--- src/rtl/music_streamer.sv ---
// Note sequencer: steps a synchronous note ROM at a programmable tempo and
// feeds the tone generator with a registered period and enable.
module music_streamer #(
  parameter int unsigned ADDR_WIDTH    = 10,
  parameter int unsigned NUM_NOTES     = 1024,
  parameter int unsigned DEFAULT_TEMPO = 5_000_000,
  parameter int unsigned TEMPO_STEP    = 500_000,
  parameter int unsigned MIN_TEMPO     = 500_000,
  parameter int unsigned MAX_TEMPO     = 15_000_000
) (
  input  logic                  clk,
  input  logic                  rst,
  input  logic                  play_pause,
  input  logic                  reverse,
  input  logic                  tempo_up,
  input  logic                  tempo_down,
  output logic [ADDR_WIDTH-1:0] rom_addr,
  input  logic [23:0]           rom_data,
  output logic [23:0]           tone_switch_period,
  output logic                  output_enable,
  output logic                  playing,
  output logic                  reversed
);

  localparam logic [24:0]           StepW    = 25'(TEMPO_STEP);
  localparam logic [24:0]           MinW     = 25'(MIN_TEMPO);
  localparam logic [24:0]           MaxW     = 25'(MAX_TEMPO);
  localparam logic [23:0]           DefTempo = 24'(DEFAULT_TEMPO);
  localparam logic [ADDR_WIDTH-1:0] LastAddr = ADDR_WIDTH'(NUM_NOTES - 1);

  typedef enum logic [0:0] {StPaused, StPlaying} state_e;

  state_e                state_q, state_d;
  logic [23:0]           beat_cnt_q, beat_cnt_d;
  logic [23:0]           tempo_q, tempo_d;
  logic [ADDR_WIDTH-1:0] addr_q, addr_d;
  logic                  reversed_q, reversed_d;
  logic [23:0]           period_q;
  logic                  enable_q;
  logic                  beat_done;
  logic [24:0]           tempo_ext, tempo_dec, tempo_inc;

  // State register
  always_ff @(posedge clk or posedge rst) begin
    if (rst) begin
      state_q <= StPaused;
    end else begin
      state_q <= state_d;
    end
  end

  // Next state: play_pause toggles between the two states
  always_comb begin
    state_d = state_q;
    if (play_pause) begin
      state_d = (state_q == StPlaying) ? StPaused : StPlaying;
    end
  end

  // State-decoded output
  always_comb begin
    playing = (state_q == StPlaying);
  end

  // Beat boundary uses >= so a tempo shrink below the count steps at once
  always_comb begin
    tempo_ext = {1'b0, tempo_q};
    beat_done = (state_q == StPlaying) && ({1'b0, beat_cnt_q} >= (tempo_ext - 25'd1));
  end

  // Next-state datapath: direction, beat counter, address and tempo
  always_comb begin
    reversed_d = reversed_q ^ reverse;
    beat_cnt_d = beat_cnt_q;
    addr_d     = addr_q;
    tempo_d    = tempo_q;
    tempo_dec  = (tempo_ext < (MinW + StepW)) ? MinW : (tempo_ext - StepW);
    tempo_inc  = ((tempo_ext + StepW) > MaxW) ? MaxW : (tempo_ext + StepW);

    if (beat_done) begin
      beat_cnt_d = '0;
      // A reverse pulse on the boundary cycle already steers this step
      if (reversed_d) begin
        addr_d = (addr_q == '0) ? LastAddr : (addr_q - 1'b1);
      end else begin
        addr_d = (addr_q == LastAddr) ? '0 : (addr_q + 1'b1);
      end
    end else if (state_q == StPlaying) begin
      beat_cnt_d = beat_cnt_q + 24'd1;
    end

    if (tempo_up && !tempo_down) begin
      tempo_d = tempo_dec[23:0];
    end else if (tempo_down && !tempo_up) begin
      tempo_d = tempo_inc[23:0];
    end
  end

  // Sequencer registers
  always_ff @(posedge clk or posedge rst) begin
    if (rst) begin
      beat_cnt_q <= '0;
      tempo_q    <= DefTempo;
      addr_q     <= '0;
      reversed_q <= 1'b0;
    end else begin
      beat_cnt_q <= beat_cnt_d;
      tempo_q    <= tempo_d;
      addr_q     <= addr_d;
      reversed_q <= reversed_d;
    end
  end

  // Tone generator outputs follow the ROM word one cycle after it is valid
  always_ff @(posedge clk or posedge rst) begin
    if (rst) begin
      period_q <= '0;
      enable_q <= 1'b0;
    end else begin
      period_q <= rom_data;
      enable_q <= (state_q == StPlaying) && (rom_data != '0);
    end
  end

  assign rom_addr           = addr_q;
  assign tone_switch_period = period_q;
  assign output_enable      = enable_q;
  assign reversed           = reversed_q;

endmodule

--- config.mk ---
export PLATFORM = sky130hd
export DESIGN_NAME = music_streamer
export DESIGN_NICKNAME = d
export VERILOG_FILES = /design/src/rtl/music_streamer.sv
export SDC_FILE = /design/constraint.sdc
export NUM_CORES = 1
export LEC_CHECK = 0
export ABC_AREA = 1
export CORE_ASPECT_RATIO = 1.2
export CORE_MARGIN = 2
export CORE_UTILIZATION = 55
export CTS_BUF_LIST = sky130_fd_sc_hd__clkbuf_16
export CTS_CLUSTER_DIAMETER = 30
export DETAILED_ROUTE_END_ITERATION = 10
export MAX_ROUTING_LAYER = met4
export PLACE_DENSITY = 0.87
export SLEW_MARGIN = 20
export SYNTH_ARGS = -nofsm -noshare
export SYNTH_HDL_FRONTEND = slang
export SYNTH_SLANG_ARGS = --single-unit
--- constraint.sdc ---
create_clock -name clk -period 4.65 [get_ports clk]
set_input_delay 1.1625 -clock clk [delete_from_list [all_inputs] [get_ports clk]]
set_output_delay 1.1625 -clock clk [all_outputs]
set_load 0.01 [all_outputs]
==> impl_metrics.env <==
export IMPL_io_buffers=66
export IMPL_syn_area_per_cell_sq_um=7.43
export IMPL_fin_worst_skew_ns=0.0108
export IMPL_numCtsBuffers=9
export IMPL_start_util_pct=56.9
export IMPL_ys_seq_area_share_pct=33.3
export IMPL_final_nets=926
export IMPL_cts_tree="yes"
export IMPL_ant_nets=0
export IMPL_grt_setup_unrepaired="no"
export IMPL_cts_resized=0
export IMPL_dp_slack_ns=0.781
export IMPL_worstPathRequired_ns=4.93
export IMPL_root_buffer="clkbuf_16"
export IMPL_cellPowerDensity_mw_per_mm2=526
export IMPL_ys_seq_elements=80
export IMPL_final_cell_mix="170 x nand2_1, 109 x nor2_1, 85 x inv_1, 72 x dfrtp_1, 66 x clkdlybuf4s50_1"
export IMPL_top_usage_layer="met2"
export IMPL_die_y_um=119
export IMPL_holdWs_ns=0.522
export IMPL_status="complete, no violations"
export IMPL_initialDrtViolationCount=361
export IMPL_ys_warn_count=0
export IMPL_clock_fmax_mhz=255
export IMPL_grtUsageMet2_pct=46.1
export IMPL_syn_num_nets=869
export IMPL_hold_class="reg2reg"
export IMPL_cts_setup_buffers=0
export IMPL_cts_hold_buf=0
export IMPL_reg2reg_depth=20
export IMPL_setup_slack_ns=0.723
export IMPL_grt_use_total_pct=27.6
export IMPL_yosys_cell_types_count=49
export IMPL_route_detailed_drc=0
export IMPL_cts_clk_slew_worst_paths_ns=0.07
export IMPL_grt_max_degree=41
export IMPL_worst_setup_path_start_kind="flip-flop"
export IMPL_htreeDepth=3
export IMPL_core_area_sq_mm=0.0106
export IMPL_place_congestion=1.01
export IMPL_dp_hpwl_um=11200
export IMPL_post_route_util_pct=66.3
export IMPL_wl_per_cell_um=15.1
export IMPL_rows=41
export IMPL_setup_tns_ns=0
export IMPL_hp_start="beat_cnt_q[1]$_DFFE_PP0P_"
export IMPL_die_area_sq_mm=0.0118
export IMPL_use_met3_pct=4.75
export IMPL_worstPathArrival_ns=4.20
export IMPL_vias=5685
export IMPL_peakVddDrop_mv=0.279
export IMPL_syn_cell_area_sq_mm=0.00604
export IMPL_hold_path_depth=2
export IMPL_synthCells=813
export IMPL_overflow=0
export IMPL_slew_headroom_pct=49.2
export IMPL_leakage_nw=3.34
export IMPL_drt_total_wl_um=15100
export IMPL_cts_sinks=80
export IMPL_viasPerCell=5.66
export IMPL_insertion_delay_ns=0.35
export IMPL_syn2layout_area_growth_pct=16.4
export IMPL_grt_pass1_vias=5543
export IMPL_antenna_cells=0
export IMPL_antenna_found_initial=0
export IMPL_post_route_min_period_ns=3.93
export IMPL_grt_pass1_wl_um=25700
export IMPL_reg2reg_from="tempo_q[5]$_DFFE_PP0P_"
export IMPL_hold_viol_final=0
export IMPL_cp_end_kind="flip-flop"
export IMPL_slew_viol_final=0
export IMPL_worstPathMaxFanout=36
export IMPL_critPathKind="reg2reg"
export IMPL_maxCapViolCount=0
export IMPL_setup_viol=0
export IMPL_use_met1_pct=31.8
export IMPL_layout_commonest_cell="nand2_1"
export IMPL_fillers=877
export IMPL_cts_path_max_buffers=2
export IMPL_min_period_over_period_pct=84.4
export IMPL_num_io_pins=67
export IMPL_die_x_um=99.7
export IMPL_final_layout_size_suffix_gt1_share_pct=12.3
export IMPL_crit_path_start="tempo_q[5]$_DFFE_PP0P_"
export IMPL_worstMarginPinSlew_ns=0.755
export IMPL_drt_pass1_iterations=6
sequential cells by signal, summed over array words and instances (netlist names):
signal	cells
reversed	1
tone_switch_period	24
playing	1
tempo_q	19
rom_addr	10
beat_cnt_q	24
output_enable	1
cell families after synthesis:
logic type | synth area share, %
AOI/OAI and AO/OA | 12.3
xor gates and xnor gates | 7.39
adders and majority gates | 5.38
buffers and inverters | 8.94
DFF | 33.3
and+or+nand+nor | 32.7
worst paths after layout:
check	to	slack [ns]
max reg2reg	rom_addr[6]$_DFFE_PP0P_	0.72
min in group asynchronous	tempo_q[13]$_DFFE_PP0P_	1.07
max in group asynchronous	beat_cnt_q[14]$_DFFE_PP0P_	2.77
max	rom_addr[6]$_DFFE_PP0P_	0.72
min	beat_cnt_q[1]$_DFFE_PP0P_	0.52
min reg2reg	beat_cnt_q[1]$_DFFE_PP0P_	0.52
where the power goes:
| group | total [mW] | switching [mW] | internal [mW] | leakage, nW |
|---|---|---|---|---|
| registers | 1.19 | 0.330 | 0.858 | 0.936 |
| clock network | 0.768 | 0.301 | 0.467 | 0.160 |
| logic | 1.75 | 1.12 | 0.628 | 2.25 |
| total | 3.70 | 1.75 | 1.95 | 3.34 |
critical path: stages (launching register included):
cell	delay, ns
dfrtp_1	0.49
inv_1	0.15
ha_1	0.18
nand2_1	0.10
nor3_2	0.23
nand3_1	0.14
nor2_1	0.19
nand2_1	0.11
nor2_1	0.21
xor2_1	0.17
inv_1	0.06
ha_1	0.26
nand2_1	0.08
nor2_1	0.09
nand3_1	0.08
nor4b_1	0.25
nand4_1	0.24
a21oi_4	0.20
buf_4	0.41
nand2_1	0.12
o21ai_2	0.08
metrics by stage:
step                      instances  power [mW]  instance area (sq um)
after global placement          988        2.87                   6720
after detailed placement        988        2.90                   6720
after floorplan                 813        2.54                   6040
after global routing           1004        3.98                   7040
final                          1004        3.70                   7040
after CTS                      1004        3.69                   7040
final cells by class:
type,instances,area (sq um),share of cell area (%)
multi-input combinational,614,3490,49.6
tap,129,161,2.29
clock buffer,9,225,3.20
timing repair buffer,72,706,10.0
sequential,80,2010,28.6
clock inverter,7,88.8,1.26
inverter,93,353,5.01
cell usage after synthesis (all sizes together):
master	n	share of area [%]
a22oi	1	0.12
o211ai	3	0.37
nor2	125	9.1
o311a	1	0.17
xor2	44	6.4
nor4b	1	0.14
o21ai	45	4.4
a21o	1	0.12
o311ai	2	0.29
nor3	21	2.2
o22ai	1	0.10
dfrtp	72	30
a41oi	1	0.14
nand2	185	12
and3	2	0.21
buf	18	2.6
xnor2	7	1.0
nand3	59	5.5
inv	93	5.8
a211oi	3	0.37
or2	2	0.21
nand3b	2	0.25
o221ai	1	0.14
a31oi	3	0.31
a31o	1	0.14
o21bai	1	0.12
nor3b	1	0.21
a21oi	52	5.5
nand4	12	1.2
nor4	11	1.1
dfstp	8	3.5
clkbuf	8	0.50
ha	26	5.4
metal layers:
metal	part of all wire (%)	up-vias
li1	-	2758
met3	6.5	53
met5	0	-
met1	40	2639
met2	50	235
met4	4.0	0
No activity file was read; power rests on OpenSTA's default activity.
